File: src/rtl/riscv_mem_pkg.sv
// Shared types and constants for the unified-memory arbiter between
// the instruction-fetch (I) and load/store (D) requesters.
package riscv_mem_pkg;

    localparam int unsigned DEF_AW = 32;
    localparam int unsigned DEF_DW = 32;

    localparam logic [DEF_DW/8-1:0] BE_ALL = '1;

    localparam logic REQ_I = 1'b0;
    localparam logic REQ_D = 1'b1;

    typedef enum logic [1:0] {
        ST_IDLE   = 2'd0,
        ST_WAIT_I = 2'd1,
        ST_WAIT_D = 2'd2
    } arb_state_t;

endpackage

File: src/rtl/riscv_arb_prio.sv
// Grant selection between fetch and data requesters: data has priority,
// a saturating streak counter forces a fetch grant after MAX_D_STREAK data wins.
module riscv_arb_prio #(
    parameter int unsigned MAX_D_STREAK = 4
) (
    input  logic clk,
    input  logic rst,
    input  logic i_idle,
    input  logic i_i_req,
    input  logic i_d_req,
    output logic o_grant_i,
    output logic o_grant_d
);

    logic [3:0] r_streak;
    logic       w_limit;

    always_comb begin
        w_limit   = i_i_req && (r_streak == 4'(MAX_D_STREAK));
        o_grant_d = i_idle && i_d_req && !w_limit;
        o_grant_i = i_idle && i_i_req && !o_grant_d;
    end

    // Counts only D wins that made a waiting fetch wait longer.
    always_ff @(posedge clk) begin
        if (rst) begin
            r_streak <= '0;
        end else if (i_idle) begin
            if (o_grant_i || !i_i_req) begin
                r_streak <= '0;
            end else if (o_grant_d && (r_streak != 4'(MAX_D_STREAK))) begin
                r_streak <= r_streak + 4'd1;
            end
        end
    end

endmodule

File: src/rtl/riscv_mem_arbiter.sv
// Single-outstanding arbiter sharing one memory port between fetch and load/store.
// Optional watchdog: define RISCV_MEM_ARB_TIMEOUT_EN to enable timeout acks with err.
module riscv_mem_arbiter
    import riscv_mem_pkg::*;
#(
    parameter int unsigned AW             = DEF_AW,
    parameter int unsigned DW             = DEF_DW,
    parameter int unsigned MAX_D_STREAK   = 4,
    parameter int unsigned TIMEOUT_CYCLES = 64
) (
    input  logic            clk,
    input  logic            rst,
    input  logic            i_req,
    input  logic [AW-1:0]   i_addr,
    output logic            i_ack,
    output logic [DW-1:0]   i_rdata,
    input  logic            d_req,
    input  logic            d_we,
    input  logic [DW/8-1:0] d_be,
    input  logic [AW-1:0]   d_addr,
    input  logic [DW-1:0]   d_wdata,
    output logic            d_ack,
    output logic [DW-1:0]   d_rdata,
    output logic            mem_req,
    output logic            mem_we,
    output logic [DW/8-1:0] mem_be,
    output logic [AW-1:0]   mem_addr,
    output logic [DW-1:0]   mem_wdata,
    input  logic            mem_rvalid,
    input  logic [DW-1:0]   mem_rdata,
    output logic            err
);

    arb_state_t r_state, w_state_nxt;

    logic            w_grant_i, w_grant_d, w_winner;
    logic            w_done, w_tmo;
    logic            r_mem_req, r_mem_we, r_i_ack, r_d_ack;
    logic [DW/8-1:0] r_mem_be;
    logic [AW-1:0]   r_mem_addr;
    logic [DW-1:0]   r_mem_wdata, r_i_rdata, r_d_rdata;

    riscv_arb_prio #(
        .MAX_D_STREAK(MAX_D_STREAK)
    ) u_prio (
        .clk      (clk),
        .rst      (rst),
        .i_idle   (r_state == ST_IDLE),
        .i_i_req  (i_req),
        .i_d_req  (d_req),
        .o_grant_i(w_grant_i),
        .o_grant_d(w_grant_d)
    );

    assign w_winner = w_grant_d ? REQ_D : REQ_I;

`ifdef RISCV_MEM_ARB_TIMEOUT_EN
    localparam int unsigned WD_W = $clog2(TIMEOUT_CYCLES + 1);
    logic [WD_W-1:0] r_wdog;
    logic            r_err;

    // Zero throughout IDLE, so every WAIT entry starts from zero.
    always_ff @(posedge clk) begin
        if (rst || (r_state == ST_IDLE)) r_wdog <= '0;
        else                             r_wdog <= r_wdog + 1'b1;
    end

    always_ff @(posedge clk) begin
        if (rst) r_err <= 1'b0;
        else     r_err <= w_tmo;
    end

    assign err = r_err;
`else
    assign err = 1'b0;
`endif

    always_comb begin
        w_state_nxt = r_state;
        w_done      = 1'b0;
        w_tmo       = 1'b0;
        case (r_state)
            ST_IDLE: begin
                if (w_grant_d)      w_state_nxt = ST_WAIT_D;
                else if (w_grant_i) w_state_nxt = ST_WAIT_I;
            end
            ST_WAIT_I, ST_WAIT_D: begin
                if (mem_rvalid) begin
                    w_done      = 1'b1;
                    w_state_nxt = ST_IDLE;
                end
`ifdef RISCV_MEM_ARB_TIMEOUT_EN
                else if (r_wdog == WD_W'(TIMEOUT_CYCLES)) begin
                    w_done      = 1'b1;
                    w_tmo       = 1'b1;
                    w_state_nxt = ST_IDLE;
                end
`endif
            end
            default: w_state_nxt = ST_IDLE;
        endcase
    end

    always_ff @(posedge clk) begin
        if (rst) r_state <= ST_IDLE;
        else     r_state <= w_state_nxt;
    end

    always_ff @(posedge clk) begin
        if (rst) begin
            r_mem_req   <= 1'b0;
            r_mem_we    <= 1'b0;
            r_mem_be    <= '0;
            r_mem_addr  <= '0;
            r_mem_wdata <= '0;
            r_i_ack     <= 1'b0;
            r_d_ack     <= 1'b0;
            r_i_rdata   <= '0;
            r_d_rdata   <= '0;
        end else begin
            r_mem_req <= w_grant_i || w_grant_d;
            r_i_ack   <= w_done && (r_state == ST_WAIT_I);
            r_d_ack   <= w_done && (r_state == ST_WAIT_D);
            // Read data is zeroed outside ack cycles, for stores and on timeout.
            r_i_rdata <= (w_done && !w_tmo && (r_state == ST_WAIT_I)) ? mem_rdata : '0;
            r_d_rdata <= (w_done && !w_tmo && !r_mem_we && (r_state == ST_WAIT_D)) ?
                         mem_rdata : '0;
            if (w_grant_i || w_grant_d) begin
                if (w_winner == REQ_D) begin
                    r_mem_we    <= d_we;
                    r_mem_be    <= d_be;
                    r_mem_addr  <= d_addr;
                    r_mem_wdata <= d_wdata;
                end else begin
                    r_mem_we    <= 1'b0;
                    r_mem_be    <= '1;
                    r_mem_addr  <= i_addr;
                    r_mem_wdata <= '0;
                end
            end
        end
    end

    assign mem_req   = r_mem_req;
    assign mem_we    = r_mem_we;
    assign mem_be    = r_mem_be;
    assign mem_addr  = r_mem_addr;
    assign mem_wdata = r_mem_wdata;
    assign i_ack     = r_i_ack;
    assign i_rdata   = r_i_rdata;
    assign d_ack     = r_d_ack;
    assign d_rdata   = r_d_rdata;

endmodule

File: config.mk
export PLATFORM = sky130hd
export DESIGN_NAME = riscv_mem_arbiter
export DESIGN_NICKNAME = d
export VERILOG_FILES = /design/src/rtl/riscv_mem_pkg.sv /design/src/rtl/riscv_arb_prio.sv /design/src/rtl/riscv_mem_arbiter.sv
export SDC_FILE = /design/constraint.sdc
export NUM_CORES = 1
export LEC_CHECK = 0
export CAP_MARGIN = 20
export CORE_ASPECT_RATIO = 1.1
export CORE_MARGIN = 1.5
export CORE_UTILIZATION = 39
export DETAILED_ROUTE_END_ITERATION = 8
export PLACE_DENSITY_LB_ADDON = 0.3
export SYNTH_ARGS = -nofsm -noshare
export SYNTH_HDL_FRONTEND = slang
export SYNTH_SLANG_ARGS = --single-unit
File: constraint.sdc
create_clock -name clk -period 1.7 [get_ports clk]
set_input_delay 0.17 -clock clk [delete_from_list [all_inputs] [get_ports clk]]
set_output_delay 0.17 -clock clk [all_outputs]
set_load 0.02 [all_outputs]
==> results of run 1 <==
## routing by layer
layer,vias to the layer above,global-route usage (%),wire [um]
met2,219,40.7,8460
met3,24,7.69,1350
met1,2258,25.0,6380
met5,-,0,0
met4,0,9.34,406
li1,2346,-,-
## worst paths after layout
path / endpoint
max reg2reg: mem_addr[11]
min: d_ack
min reg2reg: mem_wdata[25]
max: mem_addr[11]
## worst max-delay path, delay by kind of cell (launching register included)
kind	cells	cell delay (ns)
AO/OA/AOI/OAI	1	0.23
adder cells (fa/ha/maj)	1	0.17
buffers and inverters	3	0.35
flip-flops	1	0.34
AND/OR/NAND/NOR	3	0.47
## layout make-up
class	instances	area, um^2
fill	952	3790
timing repair buffer	305	3150
sequential	142	2850
multi-input combinational	348	2100
clock buffer	18	429
clock inverter	14	230
tap	157	196
inverter	4	15.0
## cell usage in the layout, fill, tap and decap left out, types with 4 or more instances in the layout
cell type        instances
a21oi_1                 36
and2_1                  65
inv_6                    4
a21oi_2                  4
buf_4                   17
nand2b_1                 7
buf_6                    4
nor3_1                   8
buf_12                   8
bufinv_16                5
clkbuf_16               20
clkdlybuf4s50_1        272
dfxtp_1                140
nor2_1                  39
a311oi_2                31
ha_1                     4
nand2_1                 99
nand3_1                 38
## per-stage QoR
stage                     instances  utilization, %
final                           988            70.3
after CTS                       977            68.6
after global placement          945            63.4
after global routing            988            70.3
after floorplan                 536               -
after detailed placement        945            63.4
## what timing repair did
action	CTS	global route
pin swaps	0	8
endpoints found under the setup margin	31	47
buffers inserted	0	8
gates resized for setup	3	21
cloned	0	3
## sequential cells by signal, summed over array words and instances, names as in the netlist
| register | cells |
|---|---|
| r_state | 2 |
| d_rdata | 32 |
| mem_we | 1 |
| mem_be | 4 |
| i_ack | 1 |
| mem_addr | 32 |
| mem_wdata | 32 |
| u_prio.r_streak | 4 |
| mem_req | 1 |
| d_ack | 1 |
| i_rdata | 32 |
## kinds of logic after synthesis
family / share of synthesized area (%)
other cells: 0.0726
simple gates: 24.7
fa+ha+maj: 1.45
buf+inv: 5.38
flops: 55.0
compound gates: 13.4
## report_power, final
| group | switching [mW] | total, mW | internal [mW] |
|---|---|---|---|
| Sequential | 0.128 | 3.69 | 3.56 |
| Combinational | 1.11 | 2.27 | 1.16 |
| Clock | 1.49 | 4.13 | 2.64 |
| Total | 2.73 | 10.1 | 7.36 |
==> flow_metrics.env, run 1 <==
export IMPL_wl_per_cell_um=16.8
export IMPL_fin_ws_ns=0.0626
export IMPL_synth_most_common_cell="dfxtp_1"
export IMPL_fin_worst_skew_ns=0.00810
export IMPL_vias_per_cell=4.91
export IMPL_grt_usage_pct=22.8
export IMPL_design_area_um2=8960
export IMPL_port_buffers=273
export IMPL_syn_avg_cell_area_um2=9.64
export IMPL_vdd_drop_max_v=0.000592
export IMPL_synth_top_area_share_pct=55.0
export IMPL_setup_viol=0
export IMPL_gr_total_overflow=0
export IMPL_cp_startpoint="u_prio.r_streak[0]"
export IMPL_root_buffer="clkbuf_16"
export IMPL_grt_pass1_vias=4875
export IMPL_slowest_stage="dfxtp_2"
export IMPL_io_pins=275
export IMPL_place_hpwl_mm=11.6
export IMPL_crit_arrival_ns=1.97
export IMPL_drc_errors=0
export IMPL_ant_nets=0
export IMPL_clkTransAtPathRegs_ns=0.06
export IMPL_hold_path_class="in -> reg"
export IMPL_yosys_warnings=0
export IMPL_crit_type="reg -> reg"
export IMPL_max_stage_delay_ns=0.34
export IMPL_numCtsBuffers=17
export IMPL_rsz0062_at_grt="no"
export IMPL_cp_max_fo=8
export IMPL_drt_initial_drc_count=293
export IMPL_grt_pass1_wl_mm=24.7
export IMPL_tightestPinTransition_ns=0.607
export IMPL_drive_gt1_share_pct=13.0
export IMPL_h_tree_depth=4
export IMPL_finalWeightedCongestion=0.756
export IMPL_cts_tree="built"
export IMPL_whs_ns=0.121
export IMPL_synth_ff_type="dfxtp_1"
export IMPL_cts_sinks=142
export IMPL_grt_max_degree=45
export IMPL_fp_coreArea_um2=12800
export IMPL_synth_seq_area_share_pct=55.0
export IMPL_place_area_um2=8090
export IMPL_antenna_found_initial=0
export IMPL_async_flop_share_pct=0
export IMPL_finalSetupTns_ns=0
export IMPL_dieHeight_um=124
export IMPL_crit_path_start_kind="flip-flop"
export IMPL_cts_hold_buf=0
export IMPL_num_rows=43
export IMPL_routed_wl_mm=16.6
export IMPL_areaGrowthSynthToFinish_pct=73.4
export IMPL_synthDistinctLibCells=28
export IMPL_num_vias=4847
export IMPL_max_cap_viol_count=0
export IMPL_hold_depth=2
export IMPL_layout_nets=962
export IMPL_worstSetupEndpointType="flip-flop"
export IMPL_reg2reg_slack_ns=0.06
export IMPL_p_leak_nw=3.41
export IMPL_die_w_um=113
export IMPL_firstDrtPassIters=4
export IMPL_max_freq_mhz=611
export IMPL_path_cells="inv_2 -> ha_2 -> nand4b_1 -> nand3_4 -> buf_8 -> buf_4 -> nor2_1 -> a311oi_2"
export IMPL_syn_area_um2=5170
export IMPL_clock_latency_ns=0.42
export IMPL_status="completed"
export IMPL_drv_slew=0
export IMPL_power_density_nw_per_um2=1130
export IMPL_netlist_instances=536
export IMPL_power_mw=10.1
export IMPL_diodes=0
export IMPL_clock_path_buffers=2
export IMPL_slew_headroom_pct=59.5
export IMPL_synth_seq_cells=142
export IMPL_min_period_over_period_pct=96.3
export IMPL_rr_worst_depth=8
export IMPL_fin_crit_ns=1.64
export IMPL_dpl_worst_slack_ns=-0.0534
export IMPL_die_area_um2=14000
export IMPL_hold_viol_final=0
export IMPL_initial_core_util_pct=40.5
export IMPL_synth_edff_count=0
export IMPL_synth_top_cells_by_count="dfxtp_1 (142), nand2_1 (100), and2_1 (65)"
export IMPL_syn_num_nets=680
export IMPL_synth_area_top_cells="dfxtp_1 (55%), a311oi_2 (9.0%), and2_1 (7.9%)"
export IMPL_worstPathRequired_ns=2.03
export IMPL_yosysTopAreaCell="dfxtp_1"
export IMPL_r2r_start="u_prio.r_streak[0]"
export IMPL_min_from="rst"
(Power assumes the default switching activity.)
==> run 2, diff against run 1 <==
- CORE_MARGIN: 1.5 -> 2
- CORE_UTILIZATION: 39 -> 42
- clock period: 1.7 -> 2.1 ns (I/O delays scaled with it)
==> run 2 against run 1 <==
Worst setup slack better by 0.20 ns. Die area is 5.3% lower. Maximum frequency is 11% lower. Total power is 27% lower. Clock-buffer cell count is 1 lower. Final cell count is 2.5% lower. Non-clock buffer count is 22 lower. Hold slack better by 0.043 ns. First-iteration DRC count is 38% lower. Critical path type unchanged. Critical endpoint is now mem_wdata[18]. Largest power group is now registers. Highest routed layer unchanged.
==> flow_metrics.env, run 2 (synthesized netlist as in run 1, its figures left out) <==
export IMPL_seq_power_share_pct=40.4
export IMPL_nFillCells=918
export IMPL_finalSetupTns_ns=0
export IMPL_h_tree_depth=4
export IMPL_layout_nets=940
export IMPL_wl_per_cell_um=15.7
export IMPL_ant_nets=0
export IMPL_hold_viol_final=0
export IMPL_crit_arrival_ns=2.16
export IMPL_p_switching_mw=2.16
export IMPL_pwr_share_comb_pct=22.0
export IMPL_grt_usage_pct=22.8
export IMPL_fin_worst_skew_ns=0.0126
export IMPL_intPower_mw=5.22
export IMPL_slowest_stage="dfxtp_1"
export IMPL_drt_initial_drc_count=183
export IMPL_num_vias=4682
export IMPL_setup_viol=0
export IMPL_drc_errors=0
export IMPL_tightestPinTransition_ns=0.965
export IMPL_max_freq_mhz=544
export IMPL_numCtsBuffers=17
export IMPL_cp_max_fo=21
export IMPL_clkPwrFrac_pct=37.6
export IMPL_die_area_um2=13200
export IMPL_routed_wl_mm=15.1
export IMPL_grt_max_degree=77
export IMPL_max_cap_viol_count=0
export IMPL_antenna_found_initial=0
export IMPL_root_buffer="clkbuf_16"
export IMPL_cts_sinks=142
export IMPL_clkTransAtPathRegs_ns=0.06
export IMPL_max_stage_delay_ns=0.39
export IMPL_vdd_drop_max_v=0.000454
export IMPL_port_buffers=273
export IMPL_firstDrtPassIters=4
export IMPL_crit_path_start_kind="flip-flop"
export IMPL_drive_gt1_share_pct=9.64
export IMPL_crit_type="reg -> reg"
export IMPL_fin_crit_ns=1.84
export IMPL_min_period_over_period_pct=87.5
export IMPL_dpl_worst_slack_ns=0.0874
export IMPL_gr_total_overflow=0
export IMPL_fp_coreArea_um2=12000
export IMPL_worstSetupEndpointType="flip-flop"
export IMPL_power_density_nw_per_um2=867
export IMPL_die_w_um=110
export IMPL_hold_path_class="in -> reg"
export IMPL_p_sw_share_pct=29.3
export IMPL_fin_ws_ns=0.262
export IMPL_fin_util_pct=70.8
export IMPL_vias_per_cell=4.86
export IMPL_io_pins=275
export IMPL_clock_latency_ns=0.41
export IMPL_diodes=0
export IMPL_cts_tree="built"
export IMPL_final_common_cell="clkdlybuf4s50_1"
export IMPL_num_rows=42
export IMPL_areaGrowthSynthToFinish_pct=64.8
export IMPL_drv_slew=0
export IMPL_slew_headroom_pct=35.7
export IMPL_clock_path_buffers=2
export IMPL_path_cells="inv_1 -> ha_1 -> nand4b_1 -> and3_2 -> buf_4 -> nand2_1 -> a21oi_1"
export IMPL_p_leak_nw=3.20
export IMPL_status="completed"
export IMPL_grt_pass1_wl_mm=23.3
export IMPL_rsz0062_at_grt="no"
export IMPL_worstPathRequired_ns=2.42
export IMPL_grt_pass1_vias=4615
export IMPL_final_cell_mix="clkdlybuf4s50_1 (272), dfxtp_1 (142), nand2_1 (99)"
export IMPL_power_mw=7.38
export IMPL_finalWeightedCongestion=0.773
export IMPL_place_hpwl_mm=11.0
export IMPL_initial_core_util_pct=42.9
export IMPL_dieHeight_um=120
-- run 2: final timing paths --
path / from / end / depth (start not counted) / slack, ns
min reg2reg: mem_wdata[23] / mem_wdata[23] / 2 / 0.46
max reg2reg: u_prio.r_streak[0] / mem_wdata[18] / 7 / 0.26
min: rst / d_ack / 2 / 0.16
max: u_prio.r_streak[0] / mem_wdata[18] / 7 / 0.26
-- run 2: timing repair --
| action | CTS | global route |
|---|---|---|
| hold buffers | 0 | 0 |
| buffers inserted | 0 | 0 |
| endpoints found under the hold margin | 0 | 0 |
| setup endpoints to repair | 0 | 3 |
| resized for setup | 0 | 2 |
-- run 2: power groups by stage --
| stage | combinational [mW] | sequential, mW | clock, mW |
|---|---|---|---|
| 6_report | 1.63 | 2.98 | 2.77 |
| 4_1_cts | 1.64 | 2.98 | 2.84 |
| 3_5_place_dp | 1.63 | 3.04 | 0 |
| 2_1_floorplan | 0.660 | 3.25 | 0 |
| 5_1_grt | 1.75 | 3.00 | 2.95 |
| 3_3_place_gp | 1.61 | 3.03 | 0 |
-- run 2: final cells by class --
class                           count  area, um^2  share of cell area [%]
Timing Repair Buffer              283        2860                    33.5
Sequential cell                   142        2840                    33.4
Clock inverter                     15         126                    1.48
Multi-Input combinational cell    348        2060                    24.2
Tap cell                          154         193                    2.26
Inverter                            4        15.0                   0.176
Clock buffer                       17         425                    4.99
-- run 2: stage by stage --
step	hold slack [ns]	cells	cell area, um^2
2_1_floorplan	0.332	536	5170
3_3_place_gp	0.453	931	7960
3_5_place_dp	0.459	931	7960
4_1_cts	0.149	963	8510
5_1_grt	0.153	963	8520
6_report	0.164	963	8520
-- run 2: metal layers --
| layer | vias to the layer above | wire length [um] | share of wire [%] | track usage (%) |
|---|---|---|---|---|
| met2 | 223 | 7540 | 50 | 39.1 |
| met1 | 2125 | 5780 | 38 | 25.2 |
| li1 | 2307 | - | - | - |
| met4 | 0 | 316 | 2.1 | 8.86 |
| met3 | 27 | 1440 | 9.6 | 8.73 |
| met5 | - | 0 | 0 | 0 |
-- run 2: worst max-delay path: cells and delay by family, from the launching register on --
| kind | cells | cell delay (ns) |
|---|---|---|
| adder cells (fa/ha/maj) | 1 | 0.22 |
| AO/OA/AOI/OAI | 1 | 0.16 |
| buffers and inverters | 2 | 0.36 |
| AND/OR/NAND/NOR | 3 | 0.62 |
| flip-flops | 1 | 0.39 |
==> run 3, diff against run 2 <==
- SKIP_CTS_REPAIR_TIMING: not set -> 1
==> results of run 3 <==
Same layout as run 2: the final DEF is identical, and so are final timing and power.
